## src/rtl/cache_way_sel_ctrl_pkg.sv

```systemverilog
// Shared types for the 4-way cache selector controller: FSM states, way index
// width, per-set tree-PLRU bit layout and small way-selection helpers.
package cache_way_sel_ctrl_pkg;

  localparam int unsigned WAY_W    = 2;
  localparam int unsigned NUM_WAYS = 4;

  typedef logic [WAY_W-1:0] way_t;

  // Tree-PLRU bits of one set: b0 = root, b1 = left pair (ways 0/1),
  // b2 = right pair (ways 2/3).
  typedef struct packed {
    logic b0;
    logic b1;
    logic b2;
  } plru_t;

  typedef enum logic [2:0] {
    S_IDLE,
    S_DRIVE,
    S_WAIT_FIRE,
    S_WAIT_DONE,
    S_UPDATE
  } state_t;

  function automatic logic [NUM_WAYS-1:0] way_onehot(input way_t w);
    way_onehot    = '0;
    way_onehot[w] = 1'b1;
  endfunction

  // Lowest-index way whose valid bit is clear; 0 when all ways are valid.
  function automatic way_t first_invalid(input logic [NUM_WAYS-1:0] valid);
    logic found;
    found         = 1'b0;
    first_invalid = '0;
    for (int unsigned i = 0; i < NUM_WAYS; i++) begin
      if (!valid[i] && !found) begin
        first_invalid = way_t'(i);
        found         = 1'b1;
      end
    end
  endfunction

endpackage

```

## src/rtl/cache_way_sel_ctrl_if.sv

```systemverilog
// Request / selector / completion signal bundle of cache_way_sel_ctrl.
//   master : lookup stage + selector feedback (drives req_*, way_valid,
//            sel_fire, sel_done; observes everything else)
//   slave  : the controller itself
interface cache_way_sel_ctrl_if #(
  parameter int unsigned SET_W = 4
);
  import cache_way_sel_ctrl_pkg::*;

  logic             req_valid;
  logic             req_ready;
  logic [SET_W-1:0] req_set;
  logic             req_hit;
  way_t             req_hit_way;
  logic [3:0]       way_valid;
  logic [3:0]       sel_valid;
  logic             sel_drive;
  logic             sel_fire;
  logic             sel_done;
  logic             grant_valid;
  way_t             grant_way;
  logic             timeout_err;
  logic             busy;

  modport master (
    output req_valid, req_set, req_hit, req_hit_way, way_valid,
    output sel_fire, sel_done,
    input  req_ready, sel_valid, sel_drive, grant_valid, grant_way,
    input  timeout_err, busy
  );

  modport slave (
    input  req_valid, req_set, req_hit, req_hit_way, way_valid,
    input  sel_fire, sel_done,
    output req_ready, sel_valid, sel_drive, grant_valid, grant_way,
    output timeout_err, busy
  );

endinterface

```

## src/rtl/cache_way_sel_ctrl_plru_tree4.sv

```systemverilog
// Combinational 4-way tree-PLRU helper.
//   state      : current PLRU bits of a set
//   way        : accessed way
//   victim     : least-recently-used way according to state
//   next_state : PLRU bits after an access to way
module plru_tree4
  import cache_way_sel_ctrl_pkg::*;
(
  input  plru_t state,
  input  way_t  way,
  output way_t  victim,
  output plru_t next_state
);

  always_comb begin
    if (!state.b0) victim = state.b1 ? way_t'(1) : way_t'(0);
    else           victim = state.b2 ? way_t'(3) : way_t'(2);

    next_state    = state;
    next_state.b0 = ~way[1];
    if (!way[1]) next_state.b1 = (way == way_t'(0));
    else         next_state.b2 = (way == way_t'(2));
  end

endmodule

```

## src/rtl/cache_way_sel_ctrl.sv

```systemverilog
// Sequences the 4-way cache selector one request at a time: picks the target
// way (hit way, else lowest invalid way, else tree-PLRU victim), drives the
// selector valids and i_drive pulse, waits for fire then done, and updates
// the per-set PLRU on completion. Aborts with timeout_err if the selector
// stalls.
//   clk, rst : clock, synchronous active-high reset
//   bus      : request handshake, selector drive/feedback, grant/timeout
module cache_way_sel_ctrl
  import cache_way_sel_ctrl_pkg::*;
#(
  parameter int unsigned NUM_SETS    = 16,
  parameter int unsigned SET_W       = 4,
  parameter int unsigned TIMEOUT_CYC = 64
) (
  input  logic                 clk,
  input  logic                 rst,
  cache_way_sel_ctrl_if.slave  bus
);

  // One extra count value so the counter can step past the limit when a fire
  // edge lands exactly on it; the following WAIT_DONE cycle then still aborts.
  localparam int unsigned      CNT_W    = $clog2(TIMEOUT_CYC + 1);
  localparam logic [CNT_W-1:0] CNT_LAST = CNT_W'(TIMEOUT_CYC - 1);

  state_t           state;
  plru_t            plru [NUM_SETS];
  logic [SET_W-1:0] set_r;
  logic [SET_W-1:0] acc_set;
  way_t             way_r;
  way_t             pick_way;
  way_t             victim;
  plru_t            tree_state;
  plru_t            tree_next;
  logic [CNT_W-1:0] cnt;
  logic             cnt_limit;
  logic             fire_prev;
  logic             fire_rise;
  logic [3:0]       sel_valid_q;
  logic             sel_drive_q;
  logic             grant_valid_q;
  way_t             grant_way_q;
  logic             timeout_err_q;

  always_comb begin
    acc_set = (32'(bus.req_set) < NUM_SETS) ? bus.req_set : '0;
  end

  // One PLRU tree serves both uses: victim lookup for the incoming set while
  // idle, next-state computation for the registered set during UPDATE.
  always_comb begin
    tree_state = (state == S_IDLE) ? plru[acc_set] : plru[set_r];
  end

  plru_tree4 u_plru (
    .state      (tree_state),
    .way        (way_r),
    .victim     (victim),
    .next_state (tree_next)
  );

  always_comb begin
    if (bus.req_hit)          pick_way = bus.req_hit_way;
    else if (~&bus.way_valid) pick_way = first_invalid(bus.way_valid);
    else                      pick_way = victim;
  end

  always_comb begin
    fire_rise = bus.sel_fire & ~fire_prev;
    cnt_limit = (cnt >= CNT_LAST);
  end

  always_ff @(posedge clk) begin
    if (rst) begin
      state         <= S_IDLE;
      set_r         <= '0;
      way_r         <= '0;
      cnt           <= '0;
      fire_prev     <= 1'b0;
      sel_valid_q   <= '0;
      sel_drive_q   <= 1'b0;
      grant_valid_q <= 1'b0;
      grant_way_q   <= '0;
      timeout_err_q <= 1'b0;
      for (int unsigned i = 0; i < NUM_SETS; i++) plru[i] <= '0;
    end else begin
      fire_prev     <= bus.sel_fire;
      sel_drive_q   <= 1'b0;
      grant_valid_q <= 1'b0;
      timeout_err_q <= 1'b0;
      unique case (state)
        S_IDLE: begin
          if (bus.req_valid) begin
            set_r       <= acc_set;
            way_r       <= pick_way;
            sel_valid_q <= way_onehot(pick_way);
            sel_drive_q <= 1'b1;
            state       <= S_DRIVE;
          end
        end
        S_DRIVE: begin
          cnt   <= '0;
          state <= S_WAIT_FIRE;
        end
        S_WAIT_FIRE: begin
          cnt <= cnt + 1'b1;
          if (fire_rise) begin
            state <= S_WAIT_DONE;
          end else if (cnt_limit) begin
            timeout_err_q <= 1'b1;
            sel_valid_q   <= '0;
            state         <= S_IDLE;
          end
        end
        S_WAIT_DONE: begin
          cnt <= cnt + 1'b1;
          if (bus.sel_done) begin
            grant_valid_q <= 1'b1;
            grant_way_q   <= way_r;
            state         <= S_UPDATE;
          end else if (cnt_limit) begin
            timeout_err_q <= 1'b1;
            sel_valid_q   <= '0;
            state         <= S_IDLE;
          end
        end
        S_UPDATE: begin
          plru[set_r] <= tree_next;
          sel_valid_q <= '0;
          state       <= S_IDLE;
        end
        default: state <= S_IDLE;
      endcase
    end
  end

  assign bus.req_ready   = (state == S_IDLE);
  assign bus.busy        = (state != S_IDLE);
  assign bus.sel_valid   = sel_valid_q;
  assign bus.sel_drive   = sel_drive_q;
  assign bus.grant_valid = grant_valid_q;
  assign bus.grant_way   = grant_way_q;
  assign bus.timeout_err = timeout_err_q;

endmodule

```

## src/flat_wrapper.sv

```systemverilog
// flat-port wrapper written by rule: the top's interface ports become plain ports
module cache_way_sel_ctrl_flat import cache_way_sel_ctrl_pkg::*;
#(
  parameter int unsigned NUM_SETS    = 16,
  parameter int unsigned SET_W       = 4,
  parameter int unsigned TIMEOUT_CYC = 64
)
  (clk, rst, bus_req_valid, bus_req_set, bus_req_hit, bus_req_hit_way, bus_way_valid, bus_sel_fire, bus_sel_done, bus_req_ready, bus_sel_valid, bus_sel_drive, bus_grant_valid, bus_grant_way, bus_timeout_err, bus_busy);
  cache_way_sel_ctrl_if #(.SET_W(SET_W)) bus_i ();
  input  logic clk;
  input  logic rst;
  input wire logic [$bits(bus_i.req_valid)-1:0] bus_req_valid;
  input wire logic [$bits(bus_i.req_set)-1:0] bus_req_set;
  input wire logic [$bits(bus_i.req_hit)-1:0] bus_req_hit;
  input wire logic [$bits(bus_i.req_hit_way)-1:0] bus_req_hit_way;
  input wire logic [$bits(bus_i.way_valid)-1:0] bus_way_valid;
  input wire logic [$bits(bus_i.sel_fire)-1:0] bus_sel_fire;
  input wire logic [$bits(bus_i.sel_done)-1:0] bus_sel_done;
  output wire logic [$bits(bus_i.req_ready)-1:0] bus_req_ready;
  output wire logic [$bits(bus_i.sel_valid)-1:0] bus_sel_valid;
  output wire logic [$bits(bus_i.sel_drive)-1:0] bus_sel_drive;
  output wire logic [$bits(bus_i.grant_valid)-1:0] bus_grant_valid;
  output wire logic [$bits(bus_i.grant_way)-1:0] bus_grant_way;
  output wire logic [$bits(bus_i.timeout_err)-1:0] bus_timeout_err;
  output wire logic [$bits(bus_i.busy)-1:0] bus_busy;
  assign bus_i.req_valid = bus_req_valid;
  assign bus_i.req_set = bus_req_set;
  assign bus_i.req_hit = bus_req_hit;
  assign bus_i.req_hit_way = bus_req_hit_way;
  assign bus_i.way_valid = bus_way_valid;
  assign bus_i.sel_fire = bus_sel_fire;
  assign bus_i.sel_done = bus_sel_done;
  assign bus_req_ready = bus_i.req_ready;
  assign bus_sel_valid = bus_i.sel_valid;
  assign bus_sel_drive = bus_i.sel_drive;
  assign bus_grant_valid = bus_i.grant_valid;
  assign bus_grant_way = bus_i.grant_way;
  assign bus_timeout_err = bus_i.timeout_err;
  assign bus_busy = bus_i.busy;
  cache_way_sel_ctrl #(.NUM_SETS(NUM_SETS), .SET_W(SET_W), .TIMEOUT_CYC(TIMEOUT_CYC)) u_core (.clk(clk), .rst(rst), .bus(bus_i));
endmodule
```

## config.mk

```make
export PLATFORM = sky130hd
export DESIGN_NAME = cache_way_sel_ctrl_flat
export DESIGN_NICKNAME = d
export VERILOG_FILES = /design/src/rtl/cache_way_sel_ctrl_pkg.sv /design/src/rtl/cache_way_sel_ctrl_if.sv /design/src/rtl/cache_way_sel_ctrl_plru_tree4.sv /design/src/rtl/cache_way_sel_ctrl.sv /design/src/flat_wrapper.sv
export SDC_FILE = /design/constraint.sdc
export NUM_CORES = 1
export LEC_CHECK = 0
export CAP_MARGIN = 20
export CORE_ASPECT_RATIO = 0.5
export CORE_MARGIN = 5
export CORE_UTILIZATION = 40
export DETAILED_ROUTE_END_ITERATION = 7
export GPL_ROUTABILITY_DRIVEN = 1
export GPL_TIMING_DRIVEN = 1
export PLACE_DENSITY_LB_ADDON = 0.08
export SYNTH_ARGS = -nofsm -noshare
export SYNTH_HDL_FRONTEND = slang
export SYNTH_HIERARCHICAL = 1
export SYNTH_SLANG_ARGS = --single-unit
```

## constraint.sdc

```tcl
create_clock -name clk -period 6.6 [get_ports clk]
set_clock_uncertainty 0.2 [all_clocks]
set_input_delay 1.32 -clock clk [delete_from_list [all_inputs] [get_ports clk]]
set_output_delay 1.32 -clock clk [all_outputs]
set_load 0.01 [all_outputs]
```

-- Yosys cells after proc, flatten, opt, wreduce, memory -nomap -nowiden
Memory sizes are Yosys's and may differ from the RTL's. A register that Yosys moved wholly into a read port is not among the register bits.
Index checks and enable logic that the tools add are counted.
- word-level logic and storage cells: 100
- latch bits: 0
- memory bits (read-only): 0
- bits in registers: 26
- memories: 1
- RAM bits: 48
- input port bits: 16
- reduce and logical (&&, ||, !) cells: 23
- order comparisons: 3
- bitwise logic cells: 5
- divide/modulo/power cells: 0
- $mul: 0
- shift operators: 0
- muxes and demuxes: 49
- eq/ne operators: 8
- $add $sub $neg: 1
- memory list (memory ; depth ; bits a word ; read ports ; clocked after memory_dff ; wr ports ; line ; text):
    u_core.plru ; 16 ; 3 ; 2 ; 1 ; 16 ; cache_way_sel_ctrl.sv:26 ; plru_t plru [NUM_SETS];
- operators by type and width (cell ; number):
    2-to-1 mux 4 bit ; 7
    2-to-1 mux 1 bit ; 26
    2-to-1 mux 3 bit ; 6
    one-hot mux 4 bit (4 select lines) ; 1
    one-hot mux 7 bit (2 select lines) ; 1
    one-hot mux 3 bit (4 select lines) ; 1
    2-to-1 mux 2 bit ; 5
    AND reduction 4 bit ; 2
    adder 7 x 1 -> 7 bit, second input constant ; 1
    greater-or-equal comparator 7 x 6 -> 1 bit, second input constant ; 1
    == test 3 x 2 -> 1 bit, second input constant ; 2
    zero test 1 bit ; 6
    != test 2 bit, second input constant ; 3
    OR reduction 2 bit ; 3
    logical AND 1 bit ; 4
    inverter 1 bit ; 4
    AND reduction 2 bit ; 2
    nonzero test 4 bit ; 1
    == test 3 x 1 -> 1 bit, second input constant ; 1
    == test 3 bit, second input constant ; 1
    zero test 3 bit ; 1
    < comparator 2 x 3 -> 1 bit, second input constant ; 1
    nonzero test 3 bit ; 1
    OR reduction 3 bit ; 1
    7 further kinds ; 7

-- Longest topological paths before layout
Gate-level depths: netlist of the first run.
- word-level depth: 24
- mapped depth: 11
- gate-level depth less buffers: 10

-- Cells and area by module
Netlist of the first run, hierarchy kept.
- by module, submodules not included (module ; area each (um2) ; instances ; sequential area each (um2) ; cells each):
    cache_way_sel_ctrl ; 4031.4 ; 1 ; 2042.0 ; 346
    plru_tree4 ; 43.8 ; 1 ; 0.0 ; 7

-- Worst setup path before layout of the first run
OpenSTA, ideal clock, no wires.
- path kind: input port to flip-flop
- from: input bus_req_set[0]
- to: register u_core.sel_valid_q[0] (netlist: u_core/bus.sel_valid[0])
- required time: 6.308 ns
- library setup time: 0.092 ns
- data arrival time: 3.476 ns
- path buffers: 2
- setup slack: 2.832 ns
- stages on the path: 10
- cells stage by stage: buf_2 -> mux4_2 -> mux2_2 -> nand2_1 -> nand4_1 -> buf_4 -> nand3b_1 -> a32o_1 -> or2_1 -> o32ai_1
- RTL lines (what ; line ; text):
    start: declaration ; flat_wrapper.sv:13 ; input wire logic [$bits(bus_i.req_set)-1:0] bus_req_set;
    end signal: assignment ; cache_way_sel_ctrl.sv:95 ; sel_valid_q <= way_onehot(pick_way);
    end: declaration ; cache_way_sel_ctrl.sv:38 ; logic [3:0] sel_valid_q;

==> Flow_metrics.wiki, run 1 <==
{| class="wikitable"
! Metric !! Value
|-
| Total of max-cap violations || 0
|-
| Yosys warning total || 6
|-
| Number of ports placed on the die boundary || 27
|-
| Max-slew violation count || 0
|-
| Cell types with the largest area share after synthesis || sky130_fd_sc_hd__edfxtp_1 35%, sky130_fd_sc_hd__dfxtp_1 15%, sky130_fd_sc_hd__mux4_2 13%
|-
| Peak supply drop || 109.2 µV
|-
| Maximum number of pins on one net before global-route repair || 48
|-
| Post-synthesis instance area || 0.004075 mm²
|-
| NumNets Final || 389
|-
| Critical path launch point type || input pin
|-
| Height of the chip || 81.37 µm
|-
| 1st-pass router iterations || 5
|-
| Worst Setup End Kind || flip-flop
|-
| Number of core rows || 26
|-
| Total via count in the routed design || 2795
|-
| # Post-CTS Setup Buffers || 0
|-
| Die width || 152.7 µm
|-
| Share of the core filled with cells in the final layout || 46.81%
|-
| Antenna violations before repair || 0
|-
| Cell with the most instances after synthesis || sky130_fd_sc_hd__and2_1
|-
| Total setup violations reported at the end of the flow || 0
|-
| DR iter-0 viols || 177
|-
| Number of global-route vias before repair || 2899
|-
| Flops & latches, synth || 78
|-
| Fraction of the cycle the final worst path needs || 65.58%
|-
| Routed length per instance || 19.19 µm
|-
| Rel. slew slack || 50.08%
|-
| Power per unit of standard cell area || 255.9 mW/mm²
|-
| Global placer's final weighted congestion || 0.9514
|-
| Number of endpoints with negative hold slack in the final report || 0
|-
| Buffers added on ports || 26
|-
| Top post-synthesis cells by count || 49 x sky130_fd_sc_hd__and2_1, 48 x sky130_fd_sc_hd__edfxtp_1, 32 x sky130_fd_sc_hd__nor2_1
|-
| Total grt overflow || 0
|-
| Number of remaining DRC errors || 0
|-
| Setup ws final || 2.272 ns
|-
| Leading register cell type out of synthesis || sky130_fd_sc_hd__edfxtp_1
|-
| Clock transition time at the flip-flop clock pins of the worst setup and hold paths || 0.06 ns
|-
| Unrepaired setup endpoints after global routing || no
|-
| Average via count per standard cell || 5.406
|-
| Static leakage || 1.636 nW
|-
| Antenna diode instance count || 0
|-
| Hold bufs inserted after CTS || 0
|-
| Critical path peak fanout || 12
|-
| Clk root buf || sky130_fd_sc_hd__clkbuf_16
|-
| Number of instances in the synthesized netlist || 353
|-
| GRT Total Usage || 17.06%
|-
| Die ar. || 0.01243 mm²
|-
| Post-synthesis to final-layout area growth || 15.84%
|-
| Shortest clock period the worst path allows after layout || 4.328 ns
|-
| Average size of a mapped cell || 11.54 µm²
|-
| H-tree depth reported by CTS || 3
|-
| Data required time of the critical path || 6.59 ns
|-
| Final wirelength || 9922 µm
|-
| HPWL after detailed placement || 7186 µm
|-
| Global-route wire length before repair || 15990 µm
|-
| Area leader, netlist || sky130_fd_sc_hd__edfxtp_1
|-
| Standard cell area after detailed placement || 0.004433 mm²
|-
| Clock buffer count from CTS || 9
|-
| Ratio of cells with drive above 1 in the final layout || 17.77%
|-
| Final Instance Area || 0.004721 mm²
|-
| Number of library cell types mapped by synthesis || 46
|-
| WP data arrival || 4.32 ns
|-
| Core area || 0.01008 mm²
|-
| Transition at the pin with the smallest max-transition slack || 0.7477 ns
|-
| Number of fillers in the final layout || 924
|-
| FMAX || 231.1 MHz
|-
| Number of gates resized after CTS || 0
|-
| Sequential element share of the synthesized area || 50.11%
|-
| Outcome || finished clean
|-
| Effective utilization at floorplan || 40.41%
|-
| Area fraction of the dominant cell type after synthesis || 35.37%
|-
| Hold_ws || 0.2884 ns
|-
| Clock buffer depth || 2
|-
| Share of synthesized flip-flops with an asynchronous set or reset || 0%
|-
| Antenna-violating nets left || 0
|-
| Synthesized netlist net count || 370
|-
| Pre-CTS worst setup slack || 1.934 ns
|-
| Critical path class || in2reg
|-
| Number of sinks handled by clock tree synthesis || 78
|-
| Clock insertion delay at the later pin of the skew report || 0.33 ns
|-
| Hold Crit Class || reg2reg
|-
| Sum of negative setup slack || 0 ns
|-
| CTS tree || done
|-
| Number of enable-type register cells in the synthesized netlist || 48
|}
-- cell usage in the layout (no fill, tap or decap), drive strengths merged, types with 5 or more instances in the layout --
cell           synthesis  layout
nor2                  32      32
nor3                   5       5
inv                    6       7
dfxtp                 30      30
or2                   17      17
clkbuf                13      13
mux2                   5       5
a22oi                 13      13
nor3b                  6       6
a21oi                 11      11
clkdlybuf4s50          0      26
edfxtp                48      48
nand2                 28      28
nor4                   5       5
nand2b                 8       8
mux4                  24      24
and2                  49      49
-- final cells by class --
type	instances	area [µm²]	share of cell area, %
clock buffers	13	271.5	5.751
clock inverters	3	16.27	0.3446
inverters	6	27.53	0.5831
multi-input cells	248	1906	40.37
flip-flops and latches	78	2042	43.25
well taps	140	175.2	3.711
repair buffers	29	282.8	5.990
-- per-stage QoR --
| step | std cells | total power, W |
|---|---|---|
| after floorplan | 353 | 0.0006844 |
| after global placement | 501 | 0.0007453 |
| after detailed placement | 501 | 0.0007476 |
| after CTS | 517 | 0.001219 |
| after global routing | 517 | 0.001258 |
| final | 517 | 0.001208 |
-- report_power, final --
| part | switching (W) | leakage, nW | internal [W] |
|---|---|---|---|
| logic | 0.0000913 | 0.747 | 0.0000765 |
| clock network | 0.000184 | 0.149 | 0.000286 |
| registers | 0.0000324 | 0.740 | 0.000538 |
| total | 0.000308 | 1.64 | 0.000900 |
-- registers in the layout, summed over array words and instances, names as in the netlist, named ones only --
| name | flops |
|---|---|
| u_core/state | 3 |
| u_core/bus.timeout_err | 1 |
| u_core/plru | 48 |
| u_core/bus.grant_valid | 1 |
| u_core/way_r | 2 |
| u_core/set_r | 4 |
| u_core/fire_prev | 1 |
| u_core/bus.sel_drive | 1 |
| u_core/bus.sel_valid | 4 |
| u_core/cnt | 7 |
| u_core/bus.grant_way | 2 |
-- per-layer routing --
metal | vias up | global-route usage (%) | wire length (µm)
li1 | 1336 | - | -
met1 | 1364 | 22.47 | 4672
met2 | 79 | 27.58 | 4512
met3 | 16 | 5.641 | 602
met4 | 0 | 4.356 | 135
met5 | - | 0 | 0
-- cell families (layout without fill, tap and decap cells) --
kind of cell	after synthesis	after routing	synth area share, %
buf+inv	27	51	3.132
fa+ha+maj	1	1	0.3070
simple gates	170	170	23.09
flops	78	78	50.11
mux	33	33	15.63
compound gates	44	44	7.737
-- worst max-delay path, cell delays in order --
cell and delay [ns]:
sky130_fd_sc_hd__clkdlybuf4s50_1 0.93, sky130_fd_sc_hd__mux4_2 0.60, sky130_fd_sc_hd__mux2_2 0.28, sky130_fd_sc_hd__nand2_1 0.06, sky130_fd_sc_hd__nand4_1 0.12, sky130_fd_sc_hd__mux2_1 0.37, sky130_fd_sc_hd__nor2b_1 0.10, sky130_fd_sc_hd__o21ai_0 0.11
sky130_fd_sc_hd__a22oi_1 0.30, sky130_fd_sc_hd__o32ai_1 0.12
-- path summary, 6_finish.rpt --
| path | from | endpoint | slack, ns | cells after the start |
|---|---|---|---|---|
| worst max register to register | u_core/state[1] | u_core/bus.sel_valid[3] | 3.36 | 10 |
| worst min-delay path | u_core/bus.sel_valid[2] | u_core/bus.sel_valid[2] | 0.29 | 2 |
| worst max-delay path | bus_req_set[0] | u_core/bus.sel_valid[3] | 2.27 | 10 |
| worst min register to register | u_core/bus.sel_valid[2] | u_core/bus.sel_valid[2] | 0.29 | 2 |
Power figures use the tool's default switching activity.
==> run 2, diff against run 1 <==
==> constraint.sdc (replaced) <==
create_clock -name clk -period 3.95 [get_ports clk]
set_clock_uncertainty 0.2 [all_clocks]
set_input_delay 0.79 -clock clk [delete_from_list [all_inputs] [get_ports clk]]
set_output_delay 0.79 -clock clk [all_outputs]
set_load 0.01 [all_outputs]
==> run 2 against run 1 <==
Compared with the run above: critical path depth rose by 1; sequential share of layout area fell by 0.59 points; first-iteration DRC count rose by 23%; critical path type unchanged; critical endpoint is now u_core/bus.sel_valid[2]; highest routed layer unchanged.
==> Flow_metrics.wiki, run 2 (same netlist as run 1, synthesis figures left out) <==
{| class="wikitable"
! Metric !! Value
|-
| Worst r2r path cells || 10 (unchanged)
|-
| Post-synthesis to final-layout area growth || 17.44% (was 15.84%)
|-
| Ratio of cells with drive above 1 in the final layout || 18.64% (was 17.77%)
|-
| Critical path peak fanout || 12 (unchanged)
|-
| Total via count in the routed design || 2859 (was 2795)
|-
| Max-slew violation count || 0 (unchanged)
|-
| Shortest clock period the worst path allows after layout || 3.455 ns
|-
| Largest registers || u_core/plru x48, u_core/cnt x7 (unchanged)
|-
| Critical path launch point type || input pin (unchanged)
|-
| Sum of negative setup slack || 0 ns (unchanged)
|-
| Cells on Worst Hold Path || 2 (unchanged)
|-
| 1st-pass router iterations || 4 (was 5)
|-
| WP data arrival || 3.48 ns (was 4.32 ns)
|-
| Antenna-violating nets left || 0 (unchanged)
|-
| Number of remaining DRC errors || 0 (unchanged)
|-
| Effective utilization at floorplan || 40.41% (unchanged)
|-
| Clock insertion delay at the later pin of the skew report || 0.33 ns (about the same)
|-
| Data required time of the critical path || 3.98 ns (was 6.59 ns)
|-
| Height of the chip || 81.37 µm (unchanged)
|-
| Routed length per instance || 18.67 µm (was 19.19 µm)
|-
| Transition at the pin with the smallest max-transition slack || 0.6147 ns (was 0.7477 ns)
|-
| Clock buffer count from CTS || 9 (unchanged)
|-
| Register with the highest flop count || u_core/plru (unchanged)
|-
| Buffers added on ports || 26 (unchanged)
|-
| Rel. slew slack || 58.97% (was 50.08%)
|-
| Most common cell after layout, fill and taps aside || sky130_fd_sc_hd__and2_1 (unchanged)
|-
| Clk root buf || sky130_fd_sc_hd__clkbuf_16 (unchanged)
|-
| Combinational share of power || 14.1% (was 13.9%)
|-
| Number of sinks handled by clock tree synthesis || 78 (unchanged)
|-
| Power per unit of standard cell area || 434.3 mW/mm² (was 255.9 mW/mm²)
|-
| Flip-flop count of the largest register after layout || 48 (unchanged)
|-
| Pre-CTS worst setup slack || 0.1773 ns (was 1.934 ns)
|-
| Reported net switching power || 0.0005191 W (was 0.0003081 W)
|-
| Maximum number of pins on one net before global-route repair || 47 (was 48)
|-
| Unrepaired setup endpoints after global routing || no (unchanged)
|-
| CTS tree || done (unchanged)
|-
| Clock transition time at the flip-flop clock pins of the worst setup and hold paths || 0.06 ns (about the same)
|-
| Worst Setup End Kind || flip-flop (unchanged)
|-
| Final wirelength || 9728 µm (was 9922 µm)
|-
| Share of the core filled with cells in the final layout || 47.46% (was 46.81%)
|-
| Core area || 0.01008 mm² (unchanged)
|-
| Number of gates resized after CTS || 0 (unchanged)
|-
| Clock buffer depth || 2 (unchanged)
|-
| Number of endpoints with negative hold slack in the final report || 0 (unchanged)
|-
| Hold bufs inserted after CTS || 0 (unchanged)
|-
| Antenna diode instance count || 0 (unchanged)
|-
| Count of non-filler cells in the finished layout || 521 (was 517)
|-
| Critical path class || in2reg (unchanged)
|-
| Seq pwr share || 45.5% (was 47.2%)
|-
| Global-route wire length before repair || 15370 µm (was 15990 µm)
|-
| Total of max-cap violations || 0 (unchanged)
|-
| H-tree depth reported by CTS || 3 (unchanged)
|-
| NumNets Final || 393 (was 389)
|-
| Number of ports placed on the die boundary || 27 (unchanged)
|-
| Outcome || finished clean (unchanged)
|-
| Fraction of the cycle the final worst path needs || 87.46%
|-
| Internal power contribution || 0.001559 W (was 0.0008998 W)
|-
| Static leakage || 1.669 nW (was 1.636 nW)
|-
| Global placer's final weighted congestion || 0.9324 (was 0.9514)
|-
| DR iter-0 viols || 218 (was 177)
|-
| FMAX || 289.5 MHz
|-
| Antenna violations before repair || 0 (unchanged)
|-
| GRT Total Usage || 16.46% (was 17.06%)
|-
| Switch share || 24.98% (was 25.51%)
|-
| HPWL after detailed placement || 7150 µm (was 7186 µm)
|-
| Total setup violations reported at the end of the flow || 0 (unchanged)
|-
| Peak supply drop || 193.6 µV (was 109.2 µV)
|-
| Number of core rows || 26 (unchanged)
|-
| Average via count per standard cell || 5.488 (was 5.406)
|-
| Leading cell types in the layout, fill and taps excluded || 49 x sky130_fd_sc_hd__and2_1, 48 x sky130_fd_sc_hd__edfxtp_1, 32 x sky130_fd_sc_hd__nor2_1 (unchanged)
|-
| # Post-CTS Setup Buffers || 0 (unchanged)
|-
| Hold Crit Class || reg2reg (unchanged)
|-
| Number of global-route vias before repair || 2813 (was 2899)
|-
| Die width || 152.7 µm (unchanged)
|-
| Total grt overflow || 0 (unchanged)
|-
| Setup ws final || 0.4954 ns (was 2.272 ns)
|-
| Inst Count DP || 505 (was 501)
|-
| Hold_ws || 0.2820 ns (was 0.2884 ns)
|-
| Clock share of power || 40.4% (was 38.9%)
|-
| Die ar. || 0.01243 mm² (unchanged)
|}
==> run 2: worst max-delay path: stages <==
cell and delay [ns]:
sky130_fd_sc_hd__clkdlybuf4s50_1 0.51, sky130_fd_sc_hd__buf_12 0.16, sky130_fd_sc_hd__mux4_2 0.51, sky130_fd_sc_hd__mux2_2 0.28
sky130_fd_sc_hd__nand2_1 0.07, sky130_fd_sc_hd__nand4_1 0.12, sky130_fd_sc_hd__mux2_1 0.35, sky130_fd_sc_hd__nor2b_1 0.11
sky130_fd_sc_hd__o21ai_0 0.11, sky130_fd_sc_hd__a22o_1 0.23, sky130_fd_sc_hd__o32ai_1 0.24
==> run 2: worst paths after layout <==
path	slack, ns	to	start
max reg2reg	0.67	u_core/bus.sel_valid[2]	u_core/state[1]
min	0.28	u_core/bus.sel_valid[0]	u_core/bus.sel_valid[0]
min reg2reg	0.28	u_core/bus.sel_valid[0]	u_core/bus.sel_valid[0]
max	0.50	u_core/bus.sel_valid[2]	bus_req_set[0]
==> run 2: per-layer routing <==
layer | global-route usage, % | vias to the layer above | share of wire, %
met5 | 0 | - | 0
met4 | 4.978 | 0 | 1.3
met3 | 5.322 | 12 | 8.3
met2 | 26.34 | 110 | 46
met1 | 21.66 | 1389 | 45
li1 | - | 1348 | -
==> run 2: stage by stage <==
stage,instance area (µm²),power [W]
CTS,4786,0.002093
global route,4786,0.002167
finish,4786,0.002078
global placement,4476,0.001252
floorplan,4075,0.001144
detailed placement,4476,0.001255
==> run 2: layout make-up <==
class                      instances  area [µm²]
inverter                           6       27.53
sequential                        78        2042
tap                              140       175.2
timing repair buffer              33       325.3
clock inverter                     5       55.05
fill                             931        5299
multi-input combinational        248        1906
clock buffer                      11       255.2
==> run 2: power groups by stage <==
stage | registers [W] | clock network, W | logic, W
final | 0.000945 | 0.000839 | 0.000294
after detailed placement | 0.000961 | 0 | 0.000293
after global placement | 0.000961 | 0 | 0.000290
after floorplan | 0.000933 | 0 | 0.000211
after global routing | 0.000950 | 0.000896 | 0.000321
after CTS | 0.000944 | 0.000855 | 0.000294
==> run 3, diff against run 2 <==
--- a/config.mk
+++ b/config.mk
@@ -8,7 +8,7 @@
 export CAP_MARGIN = 20
 export CORE_ASPECT_RATIO = 0.5
 export CORE_MARGIN = 5
-export CORE_UTILIZATION = 40
+export CORE_UTILIZATION = 53
 export DETAILED_ROUTE_END_ITERATION = 7
 export GPL_ROUTABILITY_DRIVEN = 1
 export GPL_TIMING_DRIVEN = 1
==> run 3 against run 2 <==
Compared with the run above: die area decreased by 22%; sequential cell count unchanged; design area is 2.2% lower; first-iteration DRC count is 12% lower; sequential share of layout area rose by 0.98 points; global-route usage is 3.9 points higher; critical path depth unchanged; register-to-register slack gained 0.10 ns; via count rose by 0.91%; setup slack gained 0.066 ns; total power is 5.9% lower; largest cell class unchanged; largest power group unchanged.
==> Flow_metrics.wiki, run 3 (same netlist as run 1, synthesis figures left out) <==
{| class="wikitable"
! Metric !! Value
|-
| Crit Reg-Reg Endpoint || u_core/bus.sel_valid[3] (was u_core/bus.sel_valid[2])
|-
| Global-route wire length before repair || 14770 µm (was 15370 µm)
|-
| Combinational share of power || 14.8% (was 14.1%)
|-
| Setup ws final || 0.5612 ns (was 0.4954 ns)
|-
| Clk root buf || sky130_fd_sc_hd__clkbuf_16 (unchanged)
|-
| Static leakage || 1.639 nW (was 1.669 nW)
|-
| Last element of the critical path || u_core/bus.sel_valid[3] (was u_core/bus.sel_valid[2])
|-
| Flip-flop count of the largest register after layout || 48 (unchanged)
|-
| Internal power contribution || 0.001455 W (was 0.001559 W)
|-
| Ratio of cells with drive above 1 in the final layout || 17.59% (was 18.64%)
|-
| Cells on Worst Hold Path || 2 (unchanged)
|-
| Antenna-violating nets left || 0 (unchanged)
|-
| Die width || 134.0 µm (was 152.7 µm)
|-
| GR Layer Usage met1 || 28.87% (was 21.66%)
|-
| Average via count per standard cell || 6.048 (was 5.488)
|-
| Most common cell after layout, fill and taps aside || sky130_fd_sc_hd__and2_1 (unchanged)
|-
| Hold bufs inserted after CTS || 0 (unchanged)
|-
| Number of global-route vias before repair || 2736 (was 2813)
|-
| 1st-pass router iterations || 5 (was 4)
|-
| Hold_ws || 0.2850 ns (was 0.2820 ns)
|-
| NumNets Final || 394 (was 393)
|-
| Reported net switching power || 0.0005002 W (was 0.0005191 W)
|-
| Transition at the pin with the smallest max-transition slack || 0.7129 ns (was 0.6147 ns)
|-
| Fraction of the cycle the final worst path needs || 85.79% (was 87.46%)
|-
| Total via count in the routed design || 2885 (was 2859)
|-
| Global placer's final weighted congestion || 1.070 (was 0.9324)
|-
| Register cell area after layout || 0.002042 mm² (unchanged)
|-
| FMAX || 295.1 MHz (was 289.5 MHz)
|-
| Total of max-cap violations || 0 (unchanged)
|-
| Die ar. || 0.009649 mm² (was 0.01243 mm²)
|-
| Post-synthesis to final-layout area growth || 14.80% (was 17.44%)
|-
| Shortest clock period the worst path allows after layout || 3.389 ns (was 3.455 ns)
|-
| Data required time of the critical path || 3.94 ns (was 3.98 ns)
|-
| Clock buffer depth || 2 (unchanged)
|-
| Number of endpoints with negative hold slack in the final report || 0 (unchanged)
|-
| Register with the highest flop count || u_core/plru (unchanged)
|-
| H-tree depth reported by CTS || 3 (unchanged)
|-
| Launch point of the worst hold path || u_core/bus.sel_valid[0] (unchanged)
|-
| Critical path cell sequence || clkdlybuf4s50_1 -> buf_12 -> mux4_2 -> mux2_2 -> nand2_1 -> nand4_1 -> mux2_1 -> nor2b_1 -> o21ai_0 -> a22oi_1 -> o32ai_1 (was clkdlybuf4s50_1 -> buf_12 -> mux4_2 -> mux2_2 -> nand2_1 -> nand4_1 -> mux2_1 -> nor2b_1 -> o21ai_0 -> a22o_1 -> o32ai_1)
|-
| Share of the core filled with cells in the final layout || 63.18% (was 47.46%)
|-
| Maximum number of pins on one net before global-route repair || 47 (unchanged)
|-
| Clock transition time at the flip-flop clock pins of the worst setup and hold paths || 0.06 ns (about the same)
|-
| Number of gates resized after CTS || 0 (unchanged)
|-
| Number of core rows || 22 (was 26)
|-
| Number of ports placed on the die boundary || 27 (unchanged)
|-
| Antenna violations before repair || 0 (unchanged)
|-
| Power per unit of standard cell area || 418.0 mW/mm² (was 434.3 mW/mm²)
|-
| Clock buffer count from CTS || 9 (unchanged)
|-
| GRT Total Usage || 20.38% (was 16.46%)
|-
| Most Crowded Layer GR || met2 (unchanged)
|-
| Height of the chip || 72.01 µm (was 81.37 µm)
|-
| Met2 usage || 30.07% (was 26.34%)
|-
| Max-slew violation count || 0 (unchanged)
|-
| Total grt overflow || 0 (unchanged)
|-
| Pre-CTS worst setup slack || 0.2593 ns (was 0.1773 ns)
|-
| Rel. slew slack || 52.41% (was 58.97%)
|-
| Number of remaining DRC errors || 0 (unchanged)
|-
| Peak supply drop || 227.6 µV (was 193.6 µV)
|-
| Met3 track utilization from global routing || 6.302% (was 5.322%)
|-
| Antenna diode instance count || 0 (unchanged)
|-
| Effective utilization at floorplan || 55.04% (was 40.41%)
|-
| Leading cell types in the layout, fill and taps excluded || 49 x sky130_fd_sc_hd__and2_1, 48 x sky130_fd_sc_hd__edfxtp_1, 32 x sky130_fd_sc_hd__nor2_1 (unchanged)
|-
| CTS tree || done (unchanged)
|-
| Core area || 0.007405 mm² (was 0.01008 mm²)
|-
| Buffers added on ports || 26 (unchanged)
|-
| Critical path peak fanout || 12 (unchanged)
|-
| Largest registers || u_core/plru x48, u_core/cnt x7 (unchanged)
|-
| Hold Crit Class || reg2reg (unchanged)
|-
| Worst Setup End Kind || flip-flop (unchanged)
|-
| Outcome || finished clean (unchanged)
|-
| Seq pwr share || 48.6% (was 45.5%)
|-
| Critical path class || in2reg (unchanged)
|-
| Startpoint of the worst setup timing path || bus_req_set[0] (unchanged)
|-
| DR iter-0 viols || 192 (was 218)
|-
| Worst reg2reg startpoint || u_core/state[1] (unchanged)
|-
| Number of sinks handled by clock tree synthesis || 78 (unchanged)
|-
| Switch share || 25.58% (was 24.98%)
|-
| Total setup violations reported at the end of the flow || 0 (unchanged)
|-
| Sum of negative setup slack || 0 ns (unchanged)
|-
| Worst r2r path cells || 10 (unchanged)
|-
| HPWL after detailed placement || 6876 µm (was 7150 µm)
|-
| Unrepaired setup endpoints after global routing || no (unchanged)
|-
| # Post-CTS Setup Buffers || 0 (unchanged)
|-
| Critical Path Max Stage Delay || 0.51 ns (about the same)
|-
| FF-to-FF setup slack || 0.77 ns (was 0.67 ns)
|-
| Clock share of power || 36.6% (was 40.4%)
|-
| Clock insertion delay at the later pin of the skew report || 0.34 ns (was 0.33 ns)
|-
| WP data arrival || 3.37 ns (was 3.48 ns)
|-
| Number of fillers in the final layout || 573 (was 931)
|-
| Final wirelength || 9302 µm (was 9728 µm)
|-
| Critical path launch point type || input pin (unchanged)
|-
| Routed length per instance || 19.50 µm (was 18.67 µm)
|-
| Slowest-stage cell, CP || sky130_fd_sc_hd__mux4_2 (was sky130_fd_sc_hd__clkdlybuf4s50_1)
|-
| Area used by multi-input combinational logic || 0.001906 mm² (unchanged)
|}
[run 3: worst min-delay path by stage]
stage	end	slack (ns)
6_report	u_core/bus.sel_valid[0]	0.29
5_1_grt	u_core/cnt[6]	0.32
4_1_cts	u_core/bus.sel_valid[0]	0.29
3_5_place_dp	u_core/bus.sel_valid[0]	0.28
3_3_place_gp	u_core/cnt[6]	0.27
2_1_floorplan	u_core/cnt[5]	0.26
[run 3: per-layer routing]
layer | routed length (µm) | vias to the layer above
met5 | 0 | -
li1 | - | 1343
met1 | 4434 | 1409
met3 | 732 | 17
met4 | 170 | 0
met2 | 3966 | 116
[run 3: worst max-delay path, delay by kind of cell]
kind / cells / cell delay [ns]
buf+inv: 2 / 0.66
simple gates: 3 / 0.29
compound gates: 3 / 0.49
mux: 3 / 1.11
[run 3: layout make-up]
cell class	instances	share of cell area (%)
well taps	96	2.568
repair buffers	34	7.114
inverters	6	0.5884
multi-input cells	248	40.73
flip-flops and latches	78	43.65
clock inverters	2	0.2140
clock buffers	13	5.135
[run 3: power by group through the flow]
stage | combinational, W | sequential, W | clock, W
global placement | 0.000283 | 0.000964 | 0
detailed placement | 0.000289 | 0.000965 | 0
global route | 0.000313 | 0.000956 | 0.000763
CTS | 0.000290 | 0.000949 | 0.000723
finish | 0.000290 | 0.000950 | 0.000716
floorplan | 0.000211 | 0.000933 | 0
[run 3: per-stage QoR]
step,total power [W],cells,area (µm²)
floorplan,0.001144,353,4075
global placement,0.001247,462,4428
detailed placement,0.001254,462,4428
CTS,0.001962,477,4678
global route,0.002032,477,4678
finish,0.001956,477,4678
